==> src/rtl/led_pattern_seq.sv <==
// LED pattern sequencer: six selectable N-LED patterns stepped by an internal
// clock divider, with run/stop and one-shot (single frame) operation.
module led_pattern_seq #(
    parameter int N_LEDS   = 8,
    parameter int STEP_DIV = 12500000,
    parameter int DIV_W    = 24
) (
    input  logic              clk_50M,
    input  logic              rst_n,
    input  logic              run,
    input  logic              oneshot,
    input  logic [2:0]        mode,
    output logic [N_LEDS-1:0] led,
    output logic              step_tick,
    output logic              frame_done,
    output logic              active
);
    // state | meaning
    // IDLE  | outputs dark, waiting for run (re-armed by run low after a one-shot)
    // RUN   | divider counting, led shows pattern(mode_q, step)
    localparam int H  = N_LEDS / 2;
    localparam int SW = $clog2(2 * N_LEDS - 2);

    typedef enum logic {S_IDLE, S_RUN} state_t;

    state_t            state, state_nxt;
    logic [2:0]        mode_q, mode_q_nxt;
    logic [SW-1:0]     step, step_nxt;
    logic [DIV_W-1:0]  div, div_nxt;
    logic              blocked, blocked_nxt;
    logic              adv, last;
    logic [N_LEDS-1:0] led_nxt;
    logic              tick_nxt, done_nxt, active_nxt;

    function automatic logic [N_LEDS-1:0] pattern(input logic [2:0] m, input int k);
        logic [N_LEDS-1:0] p;
        p = '0;
        for (int i = 0; i < N_LEDS; i++) begin
            case (m)
                3'd0:    p[i] = (k < H) && (i >= H - 1 - k) && (i <= H + k);
                3'd1:    p[i] = (k < H) && (i >= k) && (i <= N_LEDS - 1 - k);
                3'd2:    p[i] = (i == k);
                3'd3:    p[i] = (i == N_LEDS - 1 - k);
                3'd4:    p[i] = (k < N_LEDS) ? (i == k) : (i == 2 * N_LEDS - 2 - k);
                3'd5:    p[i] = (k == 0);
                default: p[i] = 1'b0;
            endcase
        end
        return p;
    endfunction

    function automatic int period(input logic [2:0] m);
        case (m)
            3'd0, 3'd1: return H + 1;
            3'd2, 3'd3: return N_LEDS;
            3'd4:       return 2 * N_LEDS - 2;
            3'd5:       return 2;
            default:    return 1;
        endcase
    endfunction

    always_ff @(posedge clk_50M or negedge rst_n) begin
        if (!rst_n) begin
            state      <= S_IDLE;
            mode_q     <= '0;
            step       <= '0;
            div        <= '0;
            blocked    <= 1'b0;
            led        <= '0;
            step_tick  <= 1'b0;
            frame_done <= 1'b0;
            active     <= 1'b0;
        end else begin
            state      <= state_nxt;
            mode_q     <= mode_q_nxt;
            step       <= step_nxt;
            div        <= div_nxt;
            blocked    <= blocked_nxt;
            led        <= led_nxt;
            step_tick  <= tick_nxt;
            frame_done <= done_nxt;
            active     <= active_nxt;
        end
    end

    always_comb begin
        state_nxt   = state;
        mode_q_nxt  = mode_q;
        step_nxt    = step;
        div_nxt     = div;
        blocked_nxt = blocked;
        adv         = 1'b0;
        last        = (int'(step) == period(mode_q) - 1);
        case (state)
            S_IDLE: begin
                // blocked holds off a held-high run after a one-shot frame
                if (!run) begin
                    blocked_nxt = 1'b0;
                end else if (!blocked) begin
                    state_nxt  = S_RUN;
                    mode_q_nxt = mode;
                    step_nxt   = '0;
                    div_nxt    = '0;
                end
            end
            S_RUN: begin
                if (!run) begin
                    state_nxt = S_IDLE;
                    step_nxt  = '0;
                    div_nxt   = '0;
                end else if (div == DIV_W'(STEP_DIV - 1)) begin
                    adv     = 1'b1;
                    div_nxt = '0;
                    if (last) begin
                        step_nxt = '0;
                        if (oneshot) begin
                            state_nxt   = S_IDLE;
                            blocked_nxt = 1'b1;
                        end else begin
                            mode_q_nxt = mode;
                        end
                    end else begin
                        step_nxt = step + SW'(1);
                    end
                end else begin
                    div_nxt = div + DIV_W'(1);
                end
            end
            default: state_nxt = S_IDLE;
        endcase
    end

    always_comb begin
        led_nxt    = (state_nxt == S_RUN) ? pattern(mode_q_nxt, int'(step_nxt)) : '0;
        tick_nxt   = adv;
        done_nxt   = adv && last;
        active_nxt = (state_nxt == S_RUN);
    end
endmodule
==> config.mk <==
export PLATFORM = sky130hd
export DESIGN_NAME = led_pattern_seq
export DESIGN_NICKNAME = d
export VERILOG_FILES = /design/src/rtl/led_pattern_seq.sv
export SDC_FILE = /design/constraint.sdc
export NUM_CORES = 1
export LEC_CHECK = 0
export CORE_MARGIN = 10
export CORE_UTILIZATION = 50
export CTS_CLUSTER_SIZE = 8
export DETAILED_ROUTE_END_ITERATION = 12
export GPL_ROUTABILITY_DRIVEN = 0
export PLACE_DENSITY_LB_ADDON = 0.08
export SKIP_LAST_GASP = 1
export SLEW_MARGIN = 25
export SYNTH_ARGS = -nofsm -noshare
export SYNTH_HDL_FRONTEND = slang
export SYNTH_SLANG_ARGS = --single-unit
==> constraint.sdc <==
create_clock -name clk_50M -period 4.65 [get_ports clk_50M]
set_input_delay 0.465 -clock clk_50M [delete_from_list [all_inputs] [get_ports clk_50M]]
set_output_delay 0.465 -clock clk_50M [all_outputs]
set_load 0.005 [all_outputs]
# Word-level counts from Yosys, hierarchy flattened
# Cells that the tools add are included.
# W data, S select, Z words.
[classes] n_mux=52 reduce_logical=43 n_shift=0 bitwise_logic=1 order_cmp=34 mul=0 eq_ne=40 add_sub_neg=7 div=0
[op_table] operator="$le A4 B32 Y1 const A" count=3
[op_table] operator="$mux W24" count=4
[op_table] operator="$le A3 B32 Y1 const A" count=2
[op_table] operator="$logic_not A32 Y1" count=2
[op_table] operator="$pmux W24 S2" count=1
[op_table] operator="$pmux W1 S6" count=7
[op_table] operator="$eq A4 B5 Y1 const A" count=8
[op_table] operator="$logic_and A1 B1 Y1" count=33
[op_table] operator="$eq A5 B32 Y1" count=1
[op_table] operator="$le A1 B32 Y1 const A" count=1
[op_table] operator="$le A2 B32 Y1 const A" count=1
[op_table] operator="$sub A32 B2 Y32 const B" count=1
[op_table] operator="$add A24 B1 Y24 const B" count=1
[op_table] operator="$eq A24 B24 Y1 const B" count=1
[op_table] operator="$mux W1" count=22
[op_table] operator="$eq A3 B5 Y1 const A" count=4
[op_table] operator="$ge A4 B5 Y1 const A" count=4
[op_table] operator="$le A4 B5 Y1 const A" count=4
[op_table] operator="$mux W4" count=5
[op_table] operator="$mux W3" count=6
[op_table] operator="$eq A4 B4 Y1 const A" count=4
[op_table] operator="$ge A3 B4 Y1 const A" count=4
[op_table] operator="$pmux W4 S4" count=1
[op_table] operator="$le A3 B5 Y1 const A" count=3
[op_table] operator="other kinds (33)" count=54
[totals] mem_bits_rw=0 out_inout_bits=11 memories=0 mem_bits_ro=0 in_bits=7 word_cells=185 reg_bits=43 latch_bits=0

# Longest topological paths before layout
[logic_depth] depth_word=15 ltp_mapped=18 depth_no_buf=18

# Worst setup path before layout
# No wires, ideal clock.
[synth_timing] kind="reg2reg" from="register mode_q[1]" to="register led[0]" setup_time_ns=0.129 n_path_buf=1 arrival_ns=3.456 required_ns=4.521 path_stages_with_launch=19 synth_period_minus_slack_ns=3.585 slack_ns=1.065 cell_sequence="dfrtp_1 > clkbuf_1 > nor2_1 > inv_1 > nor2_1 > nor2_1 > ha_1 > xnor2_1 > a2111o_1 > a211oi_4 > a21oi_1 > a211oi_4 > inv_2 > nor3_1 > ha_1 > nor2_1 > nor2_1 > o211ai_1 > a31oi_1"
[synth_via] elab_chain_len=15 word_cells_on_any_way=53 classes_between="add/sub: 5; order compare: 6; eq/ne: 11; mux: 19; reduce/logical: 12"
[synth_lines] item="start: declaration" line_no="27" text="logic [2:0] mode_q, mode_q_nxt;"
[synth_lines] item="start signal: assignment" line_no="75" text="mode_q <= mode_q_nxt;"
[synth_lines] item="$eq A3 B2 Y1 (tied with other cells)" line_no="53" text="case (m)"
[synth_lines] item="$reduce_or A2 Y1" line_no="53"
[synth_lines] item="$pmux W4 S4 *" line_no="53"
[synth_lines] item="$sub A32 B2 Y32 *" line_no="93" text="last = (int'(step) == period(mode_q) - 1);"
[synth_lines] item="$eq A5 B32 Y1 *" line_no="93"
[synth_lines] item="$mux W4 *" line_no="114" text="if (last) begin"
[synth_lines] item="$mux W4 *" line_no="111" text="end else if (div == DIV_W'(STEP_DIV - 1)) begin"
[synth_lines] item="$mux W4 *" line_no="107" text="if (!run) begin"
[synth_lines] item="$pmux W4 S2 *" line_no="94" text="case (state)"
[synth_lines] item="net step_nxt[3]" line_no="28" text="logic [SW-1:0] step, step_nxt;"
[synth_lines] item="branches (longest 4 deep; another with $le A1 B32 Y1)"
[synth_lines] item="$pmux W1 S5 *" line_no="39" text="case (m)"
[synth_lines] item="$mux W8 *" line_no="134" text="led_nxt = (state_nxt == S_RUN) ? pattern(mode_q_nxt, int'(step_nxt)) : '0;"
[synth_lines] item="net led_nxt[0]" line_no="32" text="logic [N_LEDS-1:0] led_nxt;"
[synth_lines] item="end signal: assignment" line_no="79" text="led <= led_nxt;"
[synth_lines] item="end: declaration" line_no="13" text="output logic [N_LEDS-1:0] led,"
# Mark *: on every way through the listed nets, which the timed path passes.
# A chain may end at the register's enable or synchronous reset.

# Worst setup path in the final report
[layout_timing] from="register mode_q[2]" to="register led[0]"
# The elaborated chain is that of the path after synthesis.

==> reports/qor.csv <==
metric,value,unit
worst_pin_slew,1000,ps
grt_pass1_vias,2687,
synth_area_per_cell,8.31,µm²
antenna_cells,0,
leakagePower,1.34,nW
core,5920,µm²
yosys.area.top_type,dfrtp_1,
cts_setup_buffers,0,
total_power,0.893,mW
place_area,3280,µm²
p_comb_share,22.4,%
grt_use_total,15.5,%
ys.flop_type,dfrtp_1,
critPathKind,flip-flop to flip-flop,
final_nets,395,
cp-start-kind,flip-flop,
maxSlewViolCount,0,
post_drt_wl_per_cell,16.5,µm
worst_skew_pair.late_latency,300,ps
dr.first_iter.drc_count,156,
cts_buffers,5,
swShare,30.2,%
cts_buffer_depth,2,
overflow,0,
r2r_cells,18,
pin_count,18,
grt_pass1_wl,12800,µm
postRouteAntennaNets,0,
synth_nets,379,
grt_max_degree,44,
synth_area_leaders,"dfrtp_1 35%, o21ai_0 6.1%, nand2_1 5.2%, nor2_1 3.8%, nand3_1 3.8%",
worstReg2RegEnd,led[0]$_DFF_PN0_,
power_frac_seq,45.1,%
synth_area,3040,µm²
synthTopCellsByCount,"43 x dfrtp_1, 42 x nand2_1, 37 x o21ai_0",
h-tree-depth,2,
required,4820,ps
timing.final.ws_setup,702,ps
fp.dieW,98.0,µm
die_h,98.0,µm
synth_warnings,0,
syn_inst,366,
slew_headroom,32.9,%
power_density,264,nW/µm²
clock_skew,10.2,ps
post-route-min-period,3950,ps
cts_sinks,43,
p_clk_share,32.5,%
async_flop_share,100,%
irDropWorstVdd,148,µV
arrival,4120,ps
drc_errors,0,
maxCapViolations,0,
post-route-util,57.1,%
ctsResizeCount,0,
vias,2785,
critPathMaxFanout,9,
p_int,0.624,mW
synth_top_area_share,35.4,%
r2r-start,mode_q[2]$_DFF_PN0_,
hold_path.class,primary input to asynchronous set/reset pin,
hold_viol,0,
dieArea,9610,µm²
wirelength,7530,µm
synth-edff-count,0,
tns,0,ps
r2r_setup_slack,700,ps
portBuffers,17,
rows,28,
antenna_found_initial,0,
n_fill_cell,543,
cts_tree,built,
routed_via_density,6.09,
syn_to_final_growth,11.2,%
clockRootBuffer,clkbuf_8,
synth_cell_types,73,
setup_violations,0,
period_share,84.9,%
rsz0062_at_grt,false,
yosysSeqAreaShare,35.4,%
ys_ff_latch,43,
status,"finished, final reports clean",
endpoint_kind,flip-flop,
yosysMostFrequentCell,dfrtp_1,
cts_hold_buffers,0,
placed_cells,450,
path_clk_slew,90,ps
power.switching,0.270,mW
hpwl,5460,µm
design_area,3380,µm²
first_pass_iters,6,
place_ws,750,ps
fmax,253,MHz
layout-drive-gt1-share,9.95,%
fin_cells,457,
start_util,51.4,%
holdWs,151,ps
[routing by layer]
layer | global-route usage (%) | part of all wire [%]
met1 | 18.9 | 43
met2 | 27.1 | 50
met3 | 2.68 | 4.8
met4 | 4.70 | 1.4
met5 | 0 | 0
[worst max-delay path: stages (launching register included)]
cell      delay [ps]
dfrtp_1          470
inv_1            110
nor2_1           180
inv_1            100
nor2_1           110
nor2_1            60
ha_1             300
xnor2_1          130
a2111o_1         460
a211oi_4         420
a21oi_1          130
a211oi_4         390
inv_2            100
nor3_1           190
ha_1             250
nor2_1           100
nor2_1            50
o211ai_1         150
a31oi_1          100
[power groups by stage]
stage | Combinational [mW] | Clock, mW | Sequential, mW
after detailed placement | 0.199 | 0 | 0.410
after CTS | 0.199 | 0.296 | 0.402
final | 0.200 | 0.290 | 0.403
after global placement | 0.197 | 0 | 0.409
after global routing | 0.221 | 0.307 | 0.405
after floorplan | 0.139 | 0 | 0.404
[how the worst max path moves through the flow]
stage | start | end | slack [ps]
after floorplan | mode_q[1]$_DFF_PN0_ | led[0]$_DFF_PN0_ | 1060
after detailed placement | mode_q[2]$_DFF_PN0_ | led[0]$_DFF_PN0_ | 750
after CTS | mode_q[2]$_DFF_PN0_ | led[0]$_DFF_PN0_ | 730
final | mode_q[2]$_DFF_PN0_ | led[0]$_DFF_PN0_ | 700
after global placement | mode_q[2]$_DFF_PN0_ | led[0]$_DFF_PN0_ | 850
after global routing | mode_q[2]$_DFF_PN0_ | led[0]$_DFF_PN0_ | 400
[cell families after synthesis]
group	count (synthesis)	share of synthesized area (%)
fa+ha+maj	6	2.47
xor+xnor	13	3.74
mux	2	0.863
buf+inv	29	3.62
compound gates	109	25.9
simple gates	164	28.1
flops	43	35.4
[area by class of cell]
class	instances	area [µm²]	area share, %
Multi-Input combinational cell	294	1860	54.9
Sequential cell	43	1080	31.8
Timing Repair Buffer	19	183	5.40
Tap cell	75	93.8	2.77
Clock buffer	6	72.6	2.14
Inverter	19	71.3	2.11
Clock inverter	1	30.0	0.888
[sequential cells by signal (all words and copies together) (netlist names)]
signal      count
state           1
div            24
step_tick       1
frame_done      1
step            4
led             8
blocked         1
mode_q          3
[cells in the final DEF, fill, tap and decap left out, types with 4 or more instances in the layout]
cell type / n
dfrtp_1: 43
nand2_1: 42
o21ai_0: 37
nor2_1: 31
nand3_1: 23
clkdlybuf4s50_1: 16
inv_1: 15
a31oi_1: 15
nor3_1: 15
a21oi_1: 12
nand4_1: 9
xor2_1: 7
nand2b_1: 6
xnor2_1: 6
ha_1: 6
nor2b_1: 5
and2_1: 5
and3_1: 5
clkbuf_8: 5
or2_2: 4
o31ai_1: 4
No activity file was read; power rests on OpenSTA's default activity.
